==> src/rtl/window_buffer.sv <==
// Sliding 8-channel x 5-deep sample window feeding a downstream convolution.
// A window is issued once the history is full and the stride count is met; it is held until i_conv_done.
module window_buffer #(
    parameter int unsigned DATA_W = 16,
    parameter int unsigned STRIDE = 1
) (
    input  logic              i_clk,
    input  logic              i_rst_n,
    input  logic              i_valid,
    input  logic [DATA_W-1:0] i_sample [0:7],
    output logic              o_ready,
    input  logic              i_flush,
    output logic [DATA_W-1:0] o_data [0:39],
    output logic              o_start,
    input  logic              i_conv_done,
    output logic              o_busy
);

    localparam int unsigned N_CH  = 8;
    localparam int unsigned DEPTH = 5;
    localparam int unsigned N_EL  = N_CH * DEPTH;
    localparam logic [2:0]  FULL_CNT   = 3'd5;
    localparam logic [2:0]  STRIDE_CNT = 3'(STRIDE);

    typedef enum logic [1:0] {
        S_FILL,
        S_START,
        S_WAIT
    } state_t;

    state_t            state_q, state_d;
    logic [DATA_W-1:0] buf_q [0:N_EL-1];
    logic [DATA_W-1:0] buf_d [0:N_EL-1];
    logic [2:0]        fill_cnt_q, fill_cnt_d;
    logic [2:0]        stride_cnt_q, stride_cnt_d;
    logic [2:0]        fill_cnt_inc, stride_cnt_inc;
    logic              first_q, first_d;
    logic              accept;

    always_comb begin
        o_ready = i_rst_n && !i_flush && (state_q == S_FILL);
        accept  = i_valid && o_ready;
        o_start = (state_q == S_START);
        o_busy  = (state_q != S_FILL);
        o_data  = buf_q;
    end

    always_comb begin
        state_d        = state_q;
        buf_d          = buf_q;
        fill_cnt_d     = fill_cnt_q;
        stride_cnt_d   = stride_cnt_q;
        first_d        = first_q;
        fill_cnt_inc   = (fill_cnt_q == FULL_CNT) ? FULL_CNT : fill_cnt_q + 3'd1;
        stride_cnt_inc = stride_cnt_q + 3'd1;

        if (i_flush) begin
            buf_d        = '{default: '0};
            fill_cnt_d   = '0;
            stride_cnt_d = '0;
            first_d      = 1'b1;
            state_d      = S_FILL;
        end else begin
            case (state_q)
                S_FILL: begin
                    if (accept) begin
                        for (int unsigned c = 0; c < N_CH; c++) begin
                            for (int unsigned t = 0; t < DEPTH - 1; t++) begin
                                buf_d[c*DEPTH + t] = buf_q[c*DEPTH + t + 1];
                            end
                            buf_d[c*DEPTH + DEPTH - 1] = i_sample[c];
                        end
                        fill_cnt_d   = fill_cnt_inc;
                        stride_cnt_d = stride_cnt_inc;
                        // The first window after reset/flush ignores the stride count.
                        if (fill_cnt_inc == FULL_CNT &&
                            (first_q || stride_cnt_inc == STRIDE_CNT)) begin
                            state_d      = S_START;
                            stride_cnt_d = '0;
                            first_d      = 1'b0;
                        end
                    end
                end
                S_START: state_d = S_WAIT;
                S_WAIT: begin
                    if (i_conv_done) state_d = S_FILL;
                end
                default: state_d = S_FILL;
            endcase
        end
    end

    always_ff @(posedge i_clk) begin
        if (!i_rst_n) begin
            state_q      <= S_FILL;
            buf_q        <= '{default: '0};
            fill_cnt_q   <= '0;
            stride_cnt_q <= '0;
            first_q      <= 1'b1;
        end else begin
            state_q      <= state_d;
            buf_q        <= buf_d;
            fill_cnt_q   <= fill_cnt_d;
            stride_cnt_q <= stride_cnt_d;
            first_q      <= first_d;
        end
    end

endmodule

==> config.mk <==
export PLATFORM = sky130hd
export DESIGN_NAME = window_buffer
export DESIGN_NICKNAME = d
export VERILOG_FILES = /design/src/rtl/window_buffer.sv
export SDC_FILE = /design/constraint.sdc
export NUM_CORES = 1
export LEC_CHECK = 0
export CAP_MARGIN = 20
export CORE_AREA = 2 2 302 304
export DETAILED_ROUTE_END_ITERATION = 12
export DIE_AREA = 0 0 304 306
export GPL_ROUTABILITY_DRIVEN = 0
export RECOVER_POWER = 100
export SLEW_MARGIN = 10
export SYNTH_ARGS = -nofsm -noshare
export SYNTH_HDL_FRONTEND = slang
export SYNTH_SLANG_ARGS = --single-unit
==> constraint.sdc <==
create_clock -name i_clk -period 2.1 [get_ports i_clk]
set_clock_uncertainty 0.05 [all_clocks]
set_input_delay 0.315 -clock i_clk [delete_from_list [all_inputs] [get_ports i_clk]]
set_output_delay 0.315 -clock i_clk [all_outputs]
set_load 0.01 [all_outputs]
Word-level counts from Yosys, hierarchy flattened. Index checks and enable logic that the tools add are counted.

Register bits: 649. Word-level logic and storage cells: 73. Input port bits: 133. Output and inout port bits: 643.

Add/sub/neg operators: 2. Reductions and logical operators: 12. Muxes and demuxes: 6. Eq/ne operators: 8. Bitwise logic cells: 1.

Operators with widths (number): $add A3 B1 Y3 const B (2); $eq A3 B3 Y1 const B (2); $mux W2 (3); $mux W3 (2); $pmux W2 S3 (1); $reduce_and A3 Y1 (2); $logic_and A1 B1 Y1 (4); $ne A2 B2 Y1 const B (2); $eq A3 B1 Y1 const B (1); $eq A2 B1 Y1 const B (1); $eq A2 B2 Y1 const B (1); $logic_not A2 Y1 (1); $ne A2 B1 Y1 const B (1); $reduce_and A2 Y1 (1); $reduce_bool A2 Y1 (1); $reduce_or A2 Y1 (1); $logic_not A1 Y1 (1); $logic_or A1 B1 Y1 (1); $not A1 Y1 (1).

Depth between registers and ports, before layout. Gate-level depths: netlist of the first run.

Word-level depth: 7. Mapped depth: 6. Mapped depth without buffers: 5.

Least setup slack after synthesis of the first run. No wires, ideal clock.

Path kind: register to register. Start: register state_q[1]. End: register fill_cnt_q[1]. Stages on the path, launching flop included: 6. Setup time: 0.070 ns. Period minus slack after synthesis: 1.560 ns. Arrival time: 1.440 ns. Data required time: 1.980 ns. Buffers on the path: 2. Path slack: 0.540 ns. Cells stage by stage: dfxtp_1 > or3b_1 > buf_2 > buf_6 > or4_1 > a21oi_1.

Word-level cells in the longest chain between the ends: 4.

Ends and longest elaborated chain: start, declared (RTL line 31) `state_t state_q, state_d;`; start signal, assigned (RTL line 101) `state_q <= state_d;`; $logic_not A2 Y1 * (RTL line 41, 64); $logic_and A1 B1 Y1 (RTL line 41) `o_ready = i_rst_n && !i_flush && (state_q == S_FILL);`; $logic_and A1 B1 Y1 (RTL line 42) `accept = i_valid && o_ready;`; $reduce_and A2 Y1 (no source line) *; end signal, assigned (RTL line 103) `fill_cnt_q <= fill_cnt_d;`; end, declared (RTL line 34) `logic [2:0] fill_cnt_q, fill_cnt_d;`.

Every way passes the cells marked *; elsewhere a longest branch is shown, timed or not. A chain may end at the register's enable or synchronous reset.

Worst setup path in the final report of the first run.
Start: register buf_q (netlist bit o_data[337]). End: output port o_data[337] in the netlist's numbering.

RTL lines: start, declared (RTL line 32) `logic [DATA_W-1:0] buf_q [0:N_EL-1];`; start signal, assigned (RTL line 102) `buf_q <= buf_d;`; end, declared (RTL line 13) `output logic [DATA_W-1:0] o_data [0:39],`.

No word-level cell between the ends.

==> summary.txt, run 1 <==
GRT
  • Total gr overflow: 0
  • Largest net degree at the start of global routing: 83
  • First-pass GRT wire length: 126000 um
  • Tot GR Track Use: 17.4%
  • Vias in the first global route: 20414
  • Initial antenna violation count: 7

Logic synthesis
  • Fraction of synthesized cell area in xor and xnor cells: 0%
  • Post-synthesis mux area share: 0.0452%
  • Share of the synthesized area in the top cell type: 58.7%
  • Simple-gate share of the synthesized area: 22.3%
  • Mapped Area: 0.0221 sq mm
  • Cell accounting for the most synthesized area: dfxtp_1
  • Complex-gate fraction of the synthesized area: 14.7%
  • Cell variety after synth: 24
  • Syn Nets: 2963
  • Adder-cell share of the synthesized area: 0.113%
  • Post-synth EDFFs: 0
  • Synth top cells by count: nand2_1, dfxtp_1, a21oi_1, clkbuf_1, buf_2
  • Sequential fraction of the synthesis area: 58.7%
  • Syn Inst Count: 2828
  • Main synth FF type: dfxtp_1
  • Number of warning messages in the yosys log: 0
  • Count leader, synth: nand2_1
  • Syn_area_per_cell: 7.83 sq um
  • Async SR Flop Fraction: 0%
  • Largest family of logic cells by synthesized area: simple AND/OR/NAND/NOR gates
  • Largest cells by area after synthesis: dfxtp_1, nand2_1, a21oi_1, clkbuf_1, buf_2
  • Yosys reg bits: 649

Timing
  • Fin crit share: 97.7%
  • F_max: 488 MHz
  • Count of final max-slew check failures: 0
  • Fin. Hold Viols: 0
  • RSZ-0062 raised after global routing: no
  • Actual slew at the worst max-slew pin: 0.854 ns
  • Setup violators final: 0
  • Post-route setup TNS: 0 ns
  • Slew HR: 43.1%
  • Min cycle time layout: 2.05 ns
  • Hold Slack: 0.183 ns

Power and ir drop
  • Final Power: 27200 uW
  • Pleak: 0.0127 uW
  • Max VDD drop: 0.670 mV
  • PwrDens: 800 mW/mm^2

Worst setup path
  • Critical Path Start Type: register
  • Worst Path Class, Setup: reg -> out
  • Slowest-stage cell, CP: clkdlybuf4s50_1
  • Peak fanout along the critical path: 3
  • CP arrival: 1.69 ns
  • R2R cell count: 5
  • FF-to-FF End: o_data[577]
  • FF-to-FF setup slack: 0.11 ns
  • Delay of the slowest critical-path stage: 0.60 ns
  • Worst reg2reg startpoint: state_q[1]
  • WP data required: 1.74 ns
  • Top delay family on crit path: buffers and inverters
  • Crit-path cells: clkdlybuf4s50_1
  • CP Buf/Inv Count: 1
  • Worst Setup End Kind: output port

Clock network
  • Post-CTS Hold Buffers: 0
  • CTS Sinks: 649
  • CTS buffer count: 75
  • Clock Latency Late Sink: 0.62 ns
  • CTS max path bufs: 3
  • CTS tree: yes
  • Clock Root Buffer: clkbuf_16
  • Max H-tree Level: 3
  • Worst-path clk slew: 0.06 ns

Drt
  • Final wirelength: 85200 um
  • Router iterations before antenna repair: 6
  • Number of DRC markers in iteration 0: 1356
  • DR vias: 21497
  • Post-DRT Antenna Nets: 0
  • Drt drc: 0
  • Post-DR wirelength/cell: 17.7 um
  • DR vias/cell: 4.47

Worst hold path
  • Worst hold endpoint: o_data[15]
  • Hold wc startpoint: i_sample[15]
  • Min-Delay Path Class: in -> reg
  • Hold Path Cell Cnt: 3

Layout
  • Non-Filler Instances: 4805
  • Core Util, Final: 37.9%
  • Fraction of layout cells with a size suffix above 1: 6.12%
  • N_diodes: 0
  • # nets final: 3708
  • Layout area overhead: 53.5%

Flow run
  • Max_cap viols: 0

Floorplanning
  • Die ar.: 0.0930 sq mm
  • Initial Utilization: 24.7%
  • Rows: 110
  • Core area: 0.0896 sq mm
  • Die W: 304 um
  • Num ports: 776
  • Die Ht: 306 um

Placed design
  • Inst Count DP: 4672
  • DP HPWL: 62600 um
  • PortBufs: 775

Run status
  • Run status: finished, final reports clean
power by group:
| group | switching, uW | internal (uW) | total [uW] |
|---|---|---|---|
| sequential | 93.3 | 12400 | 12500 |
| combinational | 900 | 590 | 1490 |
| clock | 5490 | 7690 | 13200 |
worst max-delay path by stage:
stage                      from          end  slack, ns  cells after the start
global placement        i_valid  o_data[437]      0.005                      6
global route        o_data[444]  o_data[444]      0.009                      1
finish              o_data[337]  o_data[337]       0.05                      1
CTS                 o_data[450]  o_data[450]      0.003                      1
detailed placement      i_valid   o_data[21]     -0.001                      7
floorplan               i_flush  o_data[473]       0.54                      6
routing by layer:
layer | vias up | global-route usage [%] | wire length (um)
li1 | 10576 | - | -
met1 | 9991 | 20.6 | 34700
met2 | 759 | 28.7 | 40100
met3 | 163 | 5.94 | 7060
met4 | 8 | 7.07 | 3240
met5 | - | 0 | 51
logic make-up after synthesis:
logic type | count (synthesis)
flip-flops | 649
buffers and inverters | 221
AO/OA/AOI/OAI | 650
AND/OR/NAND/NOR | 1305
adder cells (fa/ha/maj) | 2
multiplexers | 1
state kept, by name, summed over array words and instances (netlist names):
register,count
first_q,1
state_q,2
fill_cnt_q,3
stride_cnt_q,3
o_data,640
area by class of cell:
class | count | area [sq um]
Multi-Input combinational cell | 1958 | 8260
Inverter | 4 | 15.0
Timing Repair Buffer | 885 | 8740
Tap cell | 1176 | 1470
Clock buffer | 110 | 2190
Clock inverter | 23 | 327
Fill cell | 9202 | 55600
Sequential cell | 649 | 13000
cells in the final DEF, fill, tap and decap left out, drive strengths merged, types with 6 or more instances in the layout:
cell type	Yosys	final
nand2	1283	1283
dfxtp	649	649
a21oi	643	643
dlygate4sd3	0	461
clkdlybuf4s50	0	305
clkbuf	151	138
buf	66	85
clkinv	0	16
inv	4	8
dlygate4sd2	0	6
stage by stage:
stage               setup WS [ns]  area, sq um
global placement          0.00465        31700
global route              0.00860        34000
detailed placement       -0.00133        31700
floorplan                   0.540        22100
finish                     0.0493        34000
CTS                       0.00283        34200
timing repair:
| action | CTS | global route |
|---|---|---|
| setup endpoints to repair | 9 | 4 |
| setup buffers | 0 | 0 |
| gates resized for setup | 9 | 5 |
Note: power is estimated with default switching activity, not from simulation.
==> inputs of run 2 (changes only) <==
--- a/config.mk
+++ b/config.mk
@@ -6,9 +6,10 @@
 export NUM_CORES = 1
 export LEC_CHECK = 0
 export CAP_MARGIN = 20
-export CORE_AREA = 2 2 302 304
+export CORE_AREA = 2 2 305 307
+export CTS_BUF_LIST = sky130_fd_sc_hd__clkbuf_2
 export DETAILED_ROUTE_END_ITERATION = 12
-export DIE_AREA = 0 0 304 306
+export DIE_AREA = 0 0 307 309
 export GPL_ROUTABILITY_DRIVEN = 0
 export RECOVER_POWER = 100
 export SLEW_MARGIN = 10
==> summary.txt, run 2 (synthesis results as in run 1) <==
Run status
  • Run status: finished with violations
  • Failing checks: negative setup slack

Timing
  • Slew HR: 36.4%
  • Setup violators final: 728
  • Fin. Hold Viols: 0
  • Min cycle time layout: 2.64 ns
  • RSZ-0062 raised after global routing: yes
  • PnR worst setup slack: -0.539 ns
  • Fin crit share: 126%
  • Count of final max-slew check failures: 0
  • F_max: 379 MHz
  • Post-route setup TNS: -77.95 ns
  • Actual slew at the worst max-slew pin: 0.954 ns

GRT
  • Initial antenna violation count: 7
  • Vias in the first global route: 25845
  • Total gr overflow: 0
  • First-pass GRT wire length: 151000 um
  • Largest net degree at the start of global routing: 85
  • Tot GR Track Use: 20.6%

Flow run
  • Max_cap viols: 0

Layout
  • # nets final: 4630
  • Most frequent cells in the layout: nand2_1, buf_6, a21oi_1
  • Fraction of layout cells with a size suffix above 1: 48.6%
  • Max FFs per register: 640
  • Layout area overhead: 89.1%
  • Non-Filler Instances: 5810
  • Commonest non-fill, non-tap cell in the layout: nand2_1
  • Core Util, Final: 45.8%

Drt
  • Router iterations before antenna repair: 8
  • Final wirelength: 103000 um
  • Post-DRT Antenna Nets: 0
  • Drt drc: 0
  • DR vias: 25946
  • DR vias/cell: 4.47
  • Number of DRC markers in iteration 0: 1822
  • Post-DR wirelength/cell: 17.8 um

Worst setup path
  • Critical Path Start Type: register
  • WP data required: 1.74 ns
  • Worst Setup End Kind: output port
  • Peak fanout along the critical path: 2
  • CP arrival: 2.27 ns
  • Slowest-stage cell, CP: dfxtp_4
  • Crit-path cells: or2_4 -> nor2_2 -> buf_2
  • Worst Path Class, Setup: reg -> out
  • Delay of the slowest critical-path stage: 0.35 ns

Clock network
  • CTS Sinks: 649
  • CTS buffer count: 173
  • Clock Latency Late Sink: 1.43 ns
  • CTS max path bufs: 3
  • Worst-path clk slew: 0.09 ns
  • Max H-tree Level: 4
  • CTS tree: yes
  • Clock Root Buffer: clkbuf_2

Placed design
  • Dpl ws: 0.0169 ns
  • Inst Count DP: 4690
  • DP HPWL: 65600 um
  • PortBufs: 775

Power and ir drop
  • Pleak: 0.0174 uW
  • PwrDens: 565 mW/mm^2
  • Max VDD drop: 0.406 mV
  • Final Power: 23600 uW

Worst hold path
  • Min-Delay Path Class: in -> reg

Floorplanning
  • Die Ht: 309 um
  • Initial Utilization: 24.2%
  • Num ports: 776
  • Rows: 111
  • Die ar.: 0.0949 sq mm
  • Core area: 0.0914 sq mm
  • Die W: 307 um
run 2: cell types whose count changed in the layout (fill, tap and decap cells not counted), moves of 173 or more:
| cell | before | now |
|---|---|---|
| buf_4 | 63 | 622 |
| buf_6 | 1 | 652 |
| dfxtp_1 | 646 | 7 |
| clkdlybuf4s50_1 | 305 | 132 |
| dfxtp_2 | 3 | 556 |
| clkbuf_2 | 11 | 276 |
| dlygate4sd3_1 | 461 | 262 |
run 2: layout make-up:
type	count	area (sq um)
fillers	8676	49500
repair buffers	1709	16600
flip-flops and latches	649	14000
multi-input cells	1958	8260
well taps	1186	1480
clock buffers	271	1360
clock inverters	30	174
inverters	4	15.0
diodes	3	7.51
run 2: where the power goes:
group	switching (uW)	internal, uW
sequential	90.1	12300
clock	5510	3530
combinational	1090	1120
run 2: layer usage:
layer / track usage [%] / wire [um] / vias up
met3: 7.15 / 8570 / 250
met5: 0 / 68 / -
li1: - / - / 12493
met2: 36.1 / 51500 / 1011
met4: 9.39 / 4440 / 10
met1: 22.3 / 38900 / 12182
run 2: what timing repair did:
item	in CTS	in global routing
setup buffers	459	94
hold endpoints to repair	644	0
gates resized for setup	4190	13
setup endpoints to repair	643	644
hold buffers	263	0
pin swaps	2	1
run 2: metrics by stage:
| stage | instance area, sq um | hold WS, ns |
|---|---|---|
| after floorplan | 22100 | 0.390 |
| after global placement | 31900 | 0.391 |
| after detailed placement | 31900 | 0.395 |
| after CTS | 41300 | 0.0512 |
| after global routing | 41900 | 0.0408 |
| final | 41900 | 0.225 |
run 2: worst paths after layout:
path / startpoint / endpoint / slack, ns / depth (start not counted)
worst max-delay path: state_q[1] / o_ready / -0.54 / 3
worst min-delay path: i_rst_n / o_data[127] / 0.22 / 5
worst max register to register: state_q[1] / o_data[403] / -0.10 / 7
worst min register to register: o_data[214] / o_data[230] / 0.36 / 2
run 2: worst max-delay path, delay by kind of cell (launching register included):
family | cells | cell delay [ns]
and+or+nand+nor | 2 | 0.38
DFF | 1 | 0.35
buffers and inverters | 1 | 0.14
